--- src/rtl/jk_seq_pkg.sv ---
// rtl/jk_seq_pkg.sv - shared command codes and FSM encoding for the JK bank sequencer
package jk_seq_pkg;

  localparam logic [1:0] CMD_HOLD = 2'b00;
  localparam logic [1:0] CMD_RST  = 2'b01;
  localparam logic [1:0] CMD_SET  = 2'b10;
  localparam logic [1:0] CMD_TGL  = 2'b11;

  typedef enum logic [1:0] {
    ST_IDLE = 2'b00,
    ST_RUN  = 2'b01,
    ST_ACK  = 2'b10
  } seq_state_t;

endpackage

--- src/rtl/jk_cell.sv ---
// rtl/jk_cell.sv - one-bit JK storage element with enable and synchronous reset
module jk_cell
  import jk_seq_pkg::*;
(
  input  logic clk,
  input  logic reset,
  input  logic i_en,
  input  logic i_j,
  input  logic i_k,
  output logic o_q
);

  logic r_q;

  always_ff @(posedge clk) begin
    if (reset) begin
      r_q <= 1'b0;
    end else if (i_en) begin
      case ({i_j, i_k})
        CMD_RST: r_q <= 1'b0;
        CMD_SET: r_q <= 1'b1;
        CMD_TGL: r_q <= ~r_q;
        default: r_q <= r_q;
      endcase
    end
  end

  assign o_q = r_q;

endmodule

--- src/rtl/jk_bank_sequencer.sv ---
// rtl/jk_bank_sequencer.sv - round-robin sequencer sharing one JK bank among requesters
module jk_bank_sequencer
  import jk_seq_pkg::*;
#(
  parameter int NUM_REQ = 4,
  parameter int WIDTH   = 8,
  parameter int CNT_W   = 4
) (
  input  logic                       clk,
  input  logic                       reset,
  input  logic [NUM_REQ-1:0]         req,
  input  logic [2*NUM_REQ-1:0]       cmd,
  input  logic [WIDTH*NUM_REQ-1:0]   mask,
  input  logic [CNT_W*NUM_REQ-1:0]   count,
  output logic [NUM_REQ-1:0]         ack,
  output logic                       busy,
  output logic [WIDTH-1:0]           q
);

  localparam int IDX_W = (NUM_REQ > 1) ? $clog2(NUM_REQ) : 1;

  seq_state_t         r_state;
  seq_state_t         w_next;
  logic [IDX_W-1:0]   r_ptr;
  logic [IDX_W-1:0]   r_idx;
  logic [1:0]         r_cmd;
  logic [WIDTH-1:0]   r_mask;
  logic [CNT_W-1:0]   r_cnt;

  logic [1:0]         w_cmd_arr   [NUM_REQ];
  logic [WIDTH-1:0]   w_mask_arr  [NUM_REQ];
  logic [CNT_W-1:0]   w_count_arr [NUM_REQ];
  logic               w_found;
  logic [IDX_W-1:0]   w_grant_idx;
  logic [IDX_W-1:0]   w_cand;
  logic [CNT_W-1:0]   w_grant_cnt;
  logic               w_last;
  logic               w_run;
  logic [WIDTH-1:0]   w_q;

  always_comb begin
    for (int i = 0; i < NUM_REQ; i++) begin
      w_cmd_arr[i]   = cmd[2*i +: 2];
      w_mask_arr[i]  = mask[WIDTH*i +: WIDTH];
      w_count_arr[i] = count[CNT_W*i +: CNT_W];
    end
  end

  // Search starts one past the last winner so a granted requester goes to the back of the line.
  always_comb begin
    w_found     = 1'b0;
    w_grant_idx = '0;
    w_cand      = '0;
    for (int i = 1; i <= NUM_REQ; i++) begin
      w_cand = IDX_W'((int'(r_ptr) + i) % NUM_REQ);
      if (!w_found && req[w_cand]) begin
        w_found     = 1'b1;
        w_grant_idx = w_cand;
      end
    end
  end

  assign w_grant_cnt = (w_count_arr[w_grant_idx] == '0) ? CNT_W'(1) : w_count_arr[w_grant_idx];
  assign w_last      = (r_cnt == CNT_W'(1));
  assign w_run       = (r_state == ST_RUN);

  always_ff @(posedge clk) begin
    if (reset) begin
      r_state <= ST_IDLE;
    end else begin
      r_state <= w_next;
    end
  end

  always_comb begin
    w_next = r_state;
    case (r_state)
      ST_IDLE: if (w_found) w_next = ST_RUN;
      ST_RUN:  if (w_last)  w_next = ST_ACK;
      ST_ACK:  w_next = ST_IDLE;
      default: w_next = ST_IDLE;
    endcase
  end

  always_comb begin
    ack  = '0;
    busy = (r_state != ST_IDLE);
    if (r_state == ST_ACK) begin
      ack[r_idx] = 1'b1;
    end
  end

  always_ff @(posedge clk) begin
    if (reset) begin
      r_ptr  <= IDX_W'(NUM_REQ - 1);
      r_idx  <= '0;
      r_cmd  <= CMD_HOLD;
      r_mask <= '0;
      r_cnt  <= '0;
    end else begin
      case (r_state)
        ST_IDLE: begin
          if (w_found) begin
            r_idx  <= w_grant_idx;
            r_cmd  <= w_cmd_arr[w_grant_idx];
            r_mask <= w_mask_arr[w_grant_idx];
            r_cnt  <= w_grant_cnt;
          end
        end
        ST_RUN:  r_cnt <= r_cnt - CNT_W'(1);
        ST_ACK:  r_ptr <= r_idx;
        default: ;
      endcase
    end
  end

  for (genvar g = 0; g < WIDTH; g++) begin : g_cell
    jk_cell u_cell (
      .clk   (clk),
      .reset (reset),
      .i_en  (w_run),
      .i_j   (r_mask[g] & r_cmd[1]),
      .i_k   (r_mask[g] & r_cmd[0]),
      .o_q   (w_q[g])
    );
  end

  assign q = w_q;

endmodule

--- config.mk ---
export PLATFORM = sky130hd
export DESIGN_NAME = jk_bank_sequencer
export DESIGN_NICKNAME = d
export VERILOG_FILES = /design/src/rtl/jk_seq_pkg.sv /design/src/rtl/jk_cell.sv /design/src/rtl/jk_bank_sequencer.sv
export SDC_FILE = /design/constraint.sdc
export NUM_CORES = 1
export LEC_CHECK = 0
export ABC_AREA = 1
export CORE_ASPECT_RATIO = 2
export CORE_MARGIN = 8
export CORE_UTILIZATION = 40
export DETAILED_ROUTE_END_ITERATION = 12
export PLACE_DENSITY = 0.79
export SLEW_MARGIN = 20
export SYNTH_ARGS = -nofsm -noshare
export SYNTH_HDL_FRONTEND = slang
export SYNTH_SLANG_ARGS = --single-unit
--- constraint.sdc ---
create_clock -name clk -period 1.8 [get_ports clk]
set_input_delay 0.36 -clock clk [delete_from_list [all_inputs] [get_ports clk]]
set_output_delay 0.36 -clock clk [all_outputs]
set_load 0.1 [all_outputs]
==> impl_summary.txt, run 1 <==
----------------------------------------------------
[Run status]
  Status ... finished, violations left
  Failing checks ... setup timing

[Pwr]
  Relative contribution of the clock network to total power ... 19.0%
  Seq pwr share ... 30.4%
  Reported leakage power ... 1.50 nW
  Reported net switching power ... 0.987 mW
  Proportion of power drawn by combinational gates ... 50.6%
  Internal cell power ... 1.59 mW
  Switching share of total power ... 38.2%
  Cell area power density ... 772 nW/um^2
  Peak ir drop on the vdd network ... 0.000615 V

[Critical path]
  Data required, critical path ... 1.98 ns
  Largest incremental delay on the critical path ... 0.44 ns
  Launch instance of the worst register-to-register path ... r_ptr[0]
  Top Family by Delay on Critical Path ... simple AND/OR/NAND/NOR gates
  Worst flop-to-flop path endpoint ... r_cnt[3]
  Signal arrival time at the worst endpoint ... 2.13 ns
  Max Fanout on Critical Path ... 8
  Crit path launch type ... flop
  Combined buffer and inverter count along the critical path ... 2
  Reg-to-reg slack, setup ... -0.15 ns
  Number of cells on the worst reg-to-reg path ... 12
  Slowest library cell on the worst path ... dfxtp_4
  Stages on worst setup path ... 12
  Worst setup path end ... r_cnt[3]
  Worst setup startpoint ... r_ptr[0]
  Crit path kind ... reg2reg
  CP Capture Type ... flop
  Critical-path cell list ... inv_8, nand2_2, and2_4, nor2_2, nor2_2, nand3_4, buf_6, nand3_1, nand3_1, nand2_1, nor2_1, o21a_1

[Floorplan]
  Vertical die dimension ... 115 um
  Area of the placeable core ... 4770 um^2
  Die W ... 65.4 um
  Row count ... 36
  # IOs ... 75
  Area of the die ... 7520 um^2
  Starting Density ... 41.0%

[Logic synthesis]
  Portion of synthesized cell area occupied by the leading cell type ... 28.7%
  Total of warnings raised by yosys ... 0
  Post-Synthesis Cell Area ... 1960 um^2
  Synth Register Bits ... 28
  Proportion of synthesized chip area in sequential cells ... 28.7%
  Async set or reset register ratio after synthesis ... 0%
  Post-synthesis instance total ... 311
  Number of enable flip-flop cells after synthesis ... 0
  Area leader, netlist ... dfxtp_1
  Mean post-synth cell area ... 6.29 um^2
  Largest cells by area after synthesis ... dfxtp_1 (29%), nand2_1 (14%), nor2_1 (7.1%)
  Synth Flop Type ... dfxtp_1
  Number of library cell types mapped by synthesis ... 31
  Most common cell in the synthesized netlist ... nand2_1
  Synth cell count leaders ... nand2_1 (72), nor2_1 (37), inv_1 (34)
  Net count after synthesis ... 375

[STA]
  Setup slack of the critical path after layout ... -0.155 ns
  Hold WS ... 0.445 ns
  Worst-margin pin slew ... 0.535 ns
  Hold violation total from the final report ... 0
  Relative slew margins ... 64.2%
  Unrepaired setup endpoints after global routing ... true
  Part of the cycle the worst path needs ... 109%
  Total of endpoints with negative setup slack in the final report ... 15
  Post-layout minimum cycle time ... 1.95 ns
  Maximum achievable frequency ... 0.512 GHz
  Max-slew violations ... 0
  Clock skew after layout ... 0.00290 ns

[Global route]
  Aggregate global-route resource usage ... 16.6%
  Pin count of the biggest net entering global routing ... 18
  Via count of the first global-routing pass ... 2518
  Number of antenna violations at the first check in global routing ... 0
  Global-route wire length before repair ... 10400 um
  Final global-route overflow total ... 0

[Detailed routing]
  # DRC ... 0
  Per-cell via count in the routed design ... 5.35
  DR pass1 iterations ... 4
  Wire length after detailed routing ... 6760 um
  Routed via count ... 2435
  Violation count after the first detailed-route iteration ... 111
  Post-detailed-route count of antenna-violating nets ... 0
  WL per Instance ... 14.9 um

[Layout]
  Layout Nets ... 463
  Number of inserted diodes ... 0
  Fraction of layout cells with a size suffix above 1 ... 25.1%
  Area of all sequential standard cells ... 568 um^2
  Total area of multi-input combinational cells ... 1310 um^2
  Layout filler cell count ... 378
  Area growth, synth to finish ... 71.0%

[Clock tree]
  Post-CTS clock slew at the launch and capture registers of the worst setup and hold paths ... 0.09 ns
  CTS Sinks ... 28
  CTS max path bufs ... 2
  Number of H-tree branching levels ... 1
  Num CTS Buffers ... 3
  Clock root buffer ... clkbuf_8
  Clk_lat worst skew ... 0.27 ns
  TritonCTS clock tree ... built

[Worst hold path]
  Type of the most critical hold path ... reg2reg

[Placement]
  Port Buf Inserts ... 74
  Detailed placement HPWL ... 4770 um
  Worst setup slack after placement ... -0.465 ns
  Routability cong. ... 0.878

[Flow run]
  Count of maximum capacitance violations ... 0

----------------------------------------------------
==> how the worst min path moves through the flow <==
stage | start | depth (start not counted) | endpoint
after CTS | r_mask[0] | 1 | g_cell[0].u_cell.o_q
after global routing | r_mask[0] | 1 | g_cell[0].u_cell.o_q
after detailed placement | r_mask[0] | 1 | g_cell[0].u_cell.o_q
after floorplan | r_mask[1] | 1 | g_cell[1].u_cell.o_q
after global placement | r_mask[3] | 1 | g_cell[3].u_cell.o_q
final | r_mask[0] | 1 | g_cell[0].u_cell.o_q
==> kinds of logic after synthesis <==
logic type	count (synthesis)	synth area share, %
flops	28	28.7
compound gates	70	20.2
fa+ha+maj	2	1.28
simple gates	151	34.5
buf+inv	60	15.4
==> metrics by stage <==
step / std cells / power, mW / util (%) / TNS [ns] / cell area (um^2)
after floorplan: 311 / 1.48 / - / -0.105 / 1980
final: 455 / 2.58 / 70.0 / -1.43 / 3340
after global placement: 441 / 1.83 / 61.9 / -4.78 / 2960
after CTS: 453 / 2.46 / 66.3 / -0.00554 / 3170
after global routing: 455 / 2.73 / 70.0 / -3.15 / 3340
after detailed placement: 441 / 1.87 / 61.9 / -6.52 / 2960
==> layout make-up <==
type	instances	area share, %
multi-input combinational	224	39.2
timing repair buffer	101	34.4
sequential	28	17.0
inverter	41	5.13
tap	57	2.13
clock buffer	3	1.24
clock inverter	1	0.898
==> layout by cell type (no fill, tap or decap), types with 15 or more instances in the layout <==
master | synthesis | routed
nand2_2 | 7 | 16
a21oi_1 | 20 | 19
clkdlybuf4s50_1 | 0 | 57
nand2_1 | 72 | 52
dfxtp_1 | 28 | 26
buf_12 | 0 | 15
buf_4 | 9 | 18
nand3_1 | 24 | 21
nor2_1 | 37 | 30
inv_1 | 34 | 34
o21ai_1 | 3 | 16
==> routing by layer <==
layer	vias up	part of all wire (%)	wire length [um]	global-route usage [%]
met3	23	6.8	461	4.00
li1	1186	-	-	-
met4	0	4.1	279	8.21
met1	1107	39	2630	17.5
met5	-	0	0	0
met2	119	50	3390	29.2
==> state kept, by name (all words and copies together) (netlist names) <==
| register | flops |
|---|---|
| r_state | 2 |
| r_cmd | 2 |
| r_idx | 2 |
| r_cnt | 4 |
| r_ptr | 2 |
| r_mask | 8 |
| g_cell.u_cell.o_q | 8 |
==> power groups by stage <==
| stage | sequential (mW) | clock, mW | combinational, mW |
|---|---|---|---|
| global route | 0.798 | 0.516 | 1.42 |
| global placement | 0.787 | 0 | 1.04 |
| floorplan | 0.775 | 0 | 0.706 |
| detailed placement | 0.794 | 0 | 1.08 |
| finish | 0.786 | 0.491 | 1.30 |
| CTS | 0.782 | 0.492 | 1.19 |
==> repair_timing <==
action | 4_1_cts | 5_1_grt
hold endpoints to repair | 0 | 0
endpoints found under the setup margin | 17 | 18
gates resized for setup | 38 | 39
setup buffers | 7 | 1
hold buffers | 0 | 0
pin swaps | 17 | 20
cloned | 2 | 1
(Power assumes the default switching activity.)
==> inputs of run 2 (changes only) <==
--- a/config.mk
+++ b/config.mk
@@ -10,7 +10,7 @@
 export CORE_MARGIN = 8
 export CORE_UTILIZATION = 40
 export DETAILED_ROUTE_END_ITERATION = 12
-export PLACE_DENSITY = 0.79
+export PLACE_DENSITY = 0.75
 export SLEW_MARGIN = 20
 export SYNTH_ARGS = -nofsm -noshare
 export SYNTH_HDL_FRONTEND = slang
==> impl_summary.txt, run 2 (same netlist as run 1, synthesis figures left out) <==
----------------------------------------------------
[Placement]
  Routability cong. ... 0.896 (+2.0%)
  Area post-placement ... 2940 um^2 (-0.68%)
  Detailed placement HPWL ... 4800 um (+0.71%)
  Port Buf Inserts ... 74 (unchanged)
  Worst setup slack after placement ... -0.515 ns (-0.0493 ns)
  Number of instances in the placed design ... 440 (-0.23%)

[Floorplan]
  Vertical die dimension ... 115 um (unchanged)
  # IOs ... 75 (unchanged)
  Starting Density ... 41.0% (unchanged)
  Row count ... 36 (unchanged)
  Area of the die ... 7520 um^2 (unchanged)
  Area of the placeable core ... 4770 um^2 (unchanged)
  Die W ... 65.4 um (unchanged)

[Detailed routing]
  Per-cell via count in the routed design ... 5.20 (-2.9%)
  Routed via count ... 2360 (-3.1%)
  # DRC ... 0 (unchanged)
  Post-detailed-route count of antenna-violating nets ... 0 (unchanged)
  Wire length after detailed routing ... 6470 um (-4.4%)
  WL per Instance ... 14.2 um (-4.2%)
  Violation count after the first detailed-route iteration ... 80 (-28%)
  DR pass1 iterations ... 4 (unchanged)

[STA]
  Post-layout minimum cycle time ... 1.94 ns (-0.0137 ns)
  Hold violation total from the final report ... 0 (unchanged)
  Part of the cycle the worst path needs ... 108% (-0.76 points)
  Fin Setup TNS ... -1.12 ns (+0.306 ns)
  Worst-margin pin slew ... 0.540 ns (+0.00557 ns)
  Max-slew violations ... 0 (unchanged)
  Relative slew margins ... 63.8% (-0.37 points)
  Setup slack of the critical path after layout ... -0.141 ns (+0.0137 ns)
  Clock skew after layout ... 0.00241 ns (-0.000494 ns)
  Total of endpoints with negative setup slack in the final report ... 15 (unchanged)
  Unrepaired setup endpoints after global routing ... true
  Maximum achievable frequency ... 0.515 GHz (+0.70%)
  Hold WS ... 0.444 ns (-0.00143 ns)

[Critical path]
  Slowest library cell on the worst path ... dfxtp_4
  Worst setup startpoint ... r_ptr[0]
  Crit path launch type ... flop
  CP Capture Type ... flop
  Combined buffer and inverter count along the critical path ... 3 (+1)
  Signal arrival time at the worst endpoint ... 2.16 ns (+0.03 ns)
  Worst flop-to-flop path endpoint ... r_cnt[3]
  Max Fanout on Critical Path ... 8 (unchanged)
  Top Family by Delay on Critical Path ... simple AND/OR/NAND/NOR gates
  Number of cells on the worst reg-to-reg path ... 14 (+2)
  Most common cell on crit path ... nand2_2
  Crit path kind ... reg2reg
  Critical-path cell list ... inv_8, nand2_2, nand3_2, nand2_2, inv_2, nor2_4, nand3_4, nand2_8, buf_8, nand2_2, nand3_2, nand2_4, nor2_2, o21a_1
  Reg-to-reg slack, setup ... -0.14 ns (about the same)
  Data required, critical path ... 2.02 ns (+0.04 ns)
  Largest incremental delay on the critical path ... 0.43 ns (about the same)
  Launch instance of the worst register-to-register path ... r_ptr[0]

[Worst hold path]
  Hold worst-path end ... g_cell[1].u_cell.o_q
  Worst min-delay path startpoint ... r_mask[1]
  Depth of the worst hold-timing path ... 1 (unchanged)
  Type of the most critical hold path ... reg2reg

[Layout]
  Final instance area ... 3300 um^2 (-1.2%)
  Layout Nets ... 462 (-0.22%)
  Area growth, synth to finish ... 68.9%
  Area of all sequential standard cells ... 568 um^2 (unchanged)
  Total area of multi-input combinational cells ... 1310 um^2 (-0.38%)
  Core Util, Final ... 69.2% (-0.84 points)
  Number of inserted diodes ... 0 (unchanged)
  Leading cell types in the layout, fill and taps excluded ... clkdlybuf4s50_1 (57), nand2_1 (50), inv_1 (34), nor2_1 (27), dfxtp_1 (26)
  Most common library cell in the layout ignoring fill and taps ... clkdlybuf4s50_1
  Fraction of layout cells with a size suffix above 1 ... 28.2% (+3.1 points)
  Finished Layout Cells ... 454 (-0.22%)
  Layout filler cell count ... 405 (+7.1%)

[Pwr]
  Reported leakage power ... 1.47 nW (-1.8%)
  Reported net switching power ... 0.975 mW (-1.2%)
  Peak ir drop on the vdd network ... 0.000833 V (+35%)
  Seq pwr share ... 30.8% (+0.4 points)
  Cell area power density ... 769 nW/um^2 (-0.35%)
  Total power after layout ... 2.54 mW (-1.5%)
  Internal cell power ... 1.57 mW (-1.8%)
  Proportion of power drawn by combinational gates ... 49.8% (-0.8 points)
  Switching share of total power ... 38.4% (+0.13 points)
  Relative contribution of the clock network to total power ... 19.3% (+0.3 points)

[Clock tree]
  Quantity of hold-fixing buffers added after cts ... 0 (unchanged)
  Clk_lat worst skew ... 0.27 ns (about the same)
  CTS max path bufs ... 2 (unchanged)
  TritonCTS clock tree ... built
  Number of H-tree branching levels ... 1 (unchanged)
  CTS Sinks ... 28 (unchanged)
  Clock root buffer ... clkbuf_8
  Post-CTS clock slew at the launch and capture registers of the worst setup and hold paths ... 0.09 ns (about the same)
  Num CTS Buffers ... 3 (unchanged)

[Global route]
  Number of antenna violations at the first check in global routing ... 0 (unchanged)
  Pin count of the biggest net entering global routing ... 18 (unchanged)
  Final global-route overflow total ... 0 (unchanged)
  Via count of the first global-routing pass ... 2442 (-3.0%)
  Aggregate global-route resource usage ... 16.0% (-0.59 points)
  Global-route wire length before repair ... 10100 um (-2.8%)

[Flow run]
  Count of maximum capacitance violations ... 0 (unchanged)

[Run status]
  Status ... finished, violations left
  Failing checks ... setup timing

----------------------------------------------------
==> run 2: cell types whose count changed in the layout (fill, tap and decap cells not counted), sizes merged <==
cell    before  now
nand2       82   81
clkbuf       4    3
buf         39   40
==> run 2: what timing repair did <==
action	4_1_cts	5_1_grt
pin swaps	19	20
setup buffers	5	6
gates resized for setup	52	28
setup endpoints to repair	16	17
==> run 2: worst max path at each step <==
stage                      to  cells past startpoint
floorplan              ack[1]                      4
global placement    r_mask[2]                     15
detailed placement  r_mask[2]                     15
CTS                  r_cnt[3]                     16
global route         r_cnt[2]                     14
finish               r_cnt[3]                     14
==> run 2: power groups by stage <==
stage,Sequential (mW),Combinational [mW],Clock (mW)
floorplan,0.775,0.706,0
global placement,0.787,1.03,0
detailed placement,0.793,1.06,0
CTS,0.782,1.18,0.493
global route,0.792,1.38,0.522
finish,0.784,1.27,0.491
==> run 2: final cells by class <==
type,instances,share of cell area [%]
Clock buffer,3,1.25
Multi-Input combinational cell,223,39.5
Clock inverter,1,0.909
Timing Repair Buffer,101,33.8
Inverter,41,5.19
Sequential cell,28,17.2
Tap cell,57,2.16
==> run 2: worst reg2reg max path, stage by stage (launching register included) <==
cell     delay, ns
dfxtp_4       0.43
inv_8         0.06
nand2_2       0.07
nand3_2       0.08
nand2_2       0.13
inv_2         0.06
nor2_4        0.16
nand3_4       0.15
nand2_8       0.16
buf_8         0.14
nand2_2       0.06
nand3_2       0.08
nand2_4       0.06
nor2_2        0.11
o21a_1        0.13
==> run 2: layer usage <==
metal | share of wire, % | GRT usage (%) | vias to the layer above | routed length (um)
met5 | 0 | 0 | - | 0
met3 | 7.3 | 5.37 | 20 | 470
met4 | 2.9 | 7.33 | 0 | 185
met2 | 49 | 27.2 | 101 | 3200
met1 | 40 | 17.1 | 1055 | 2610
li1 | - | - | 1184 | -
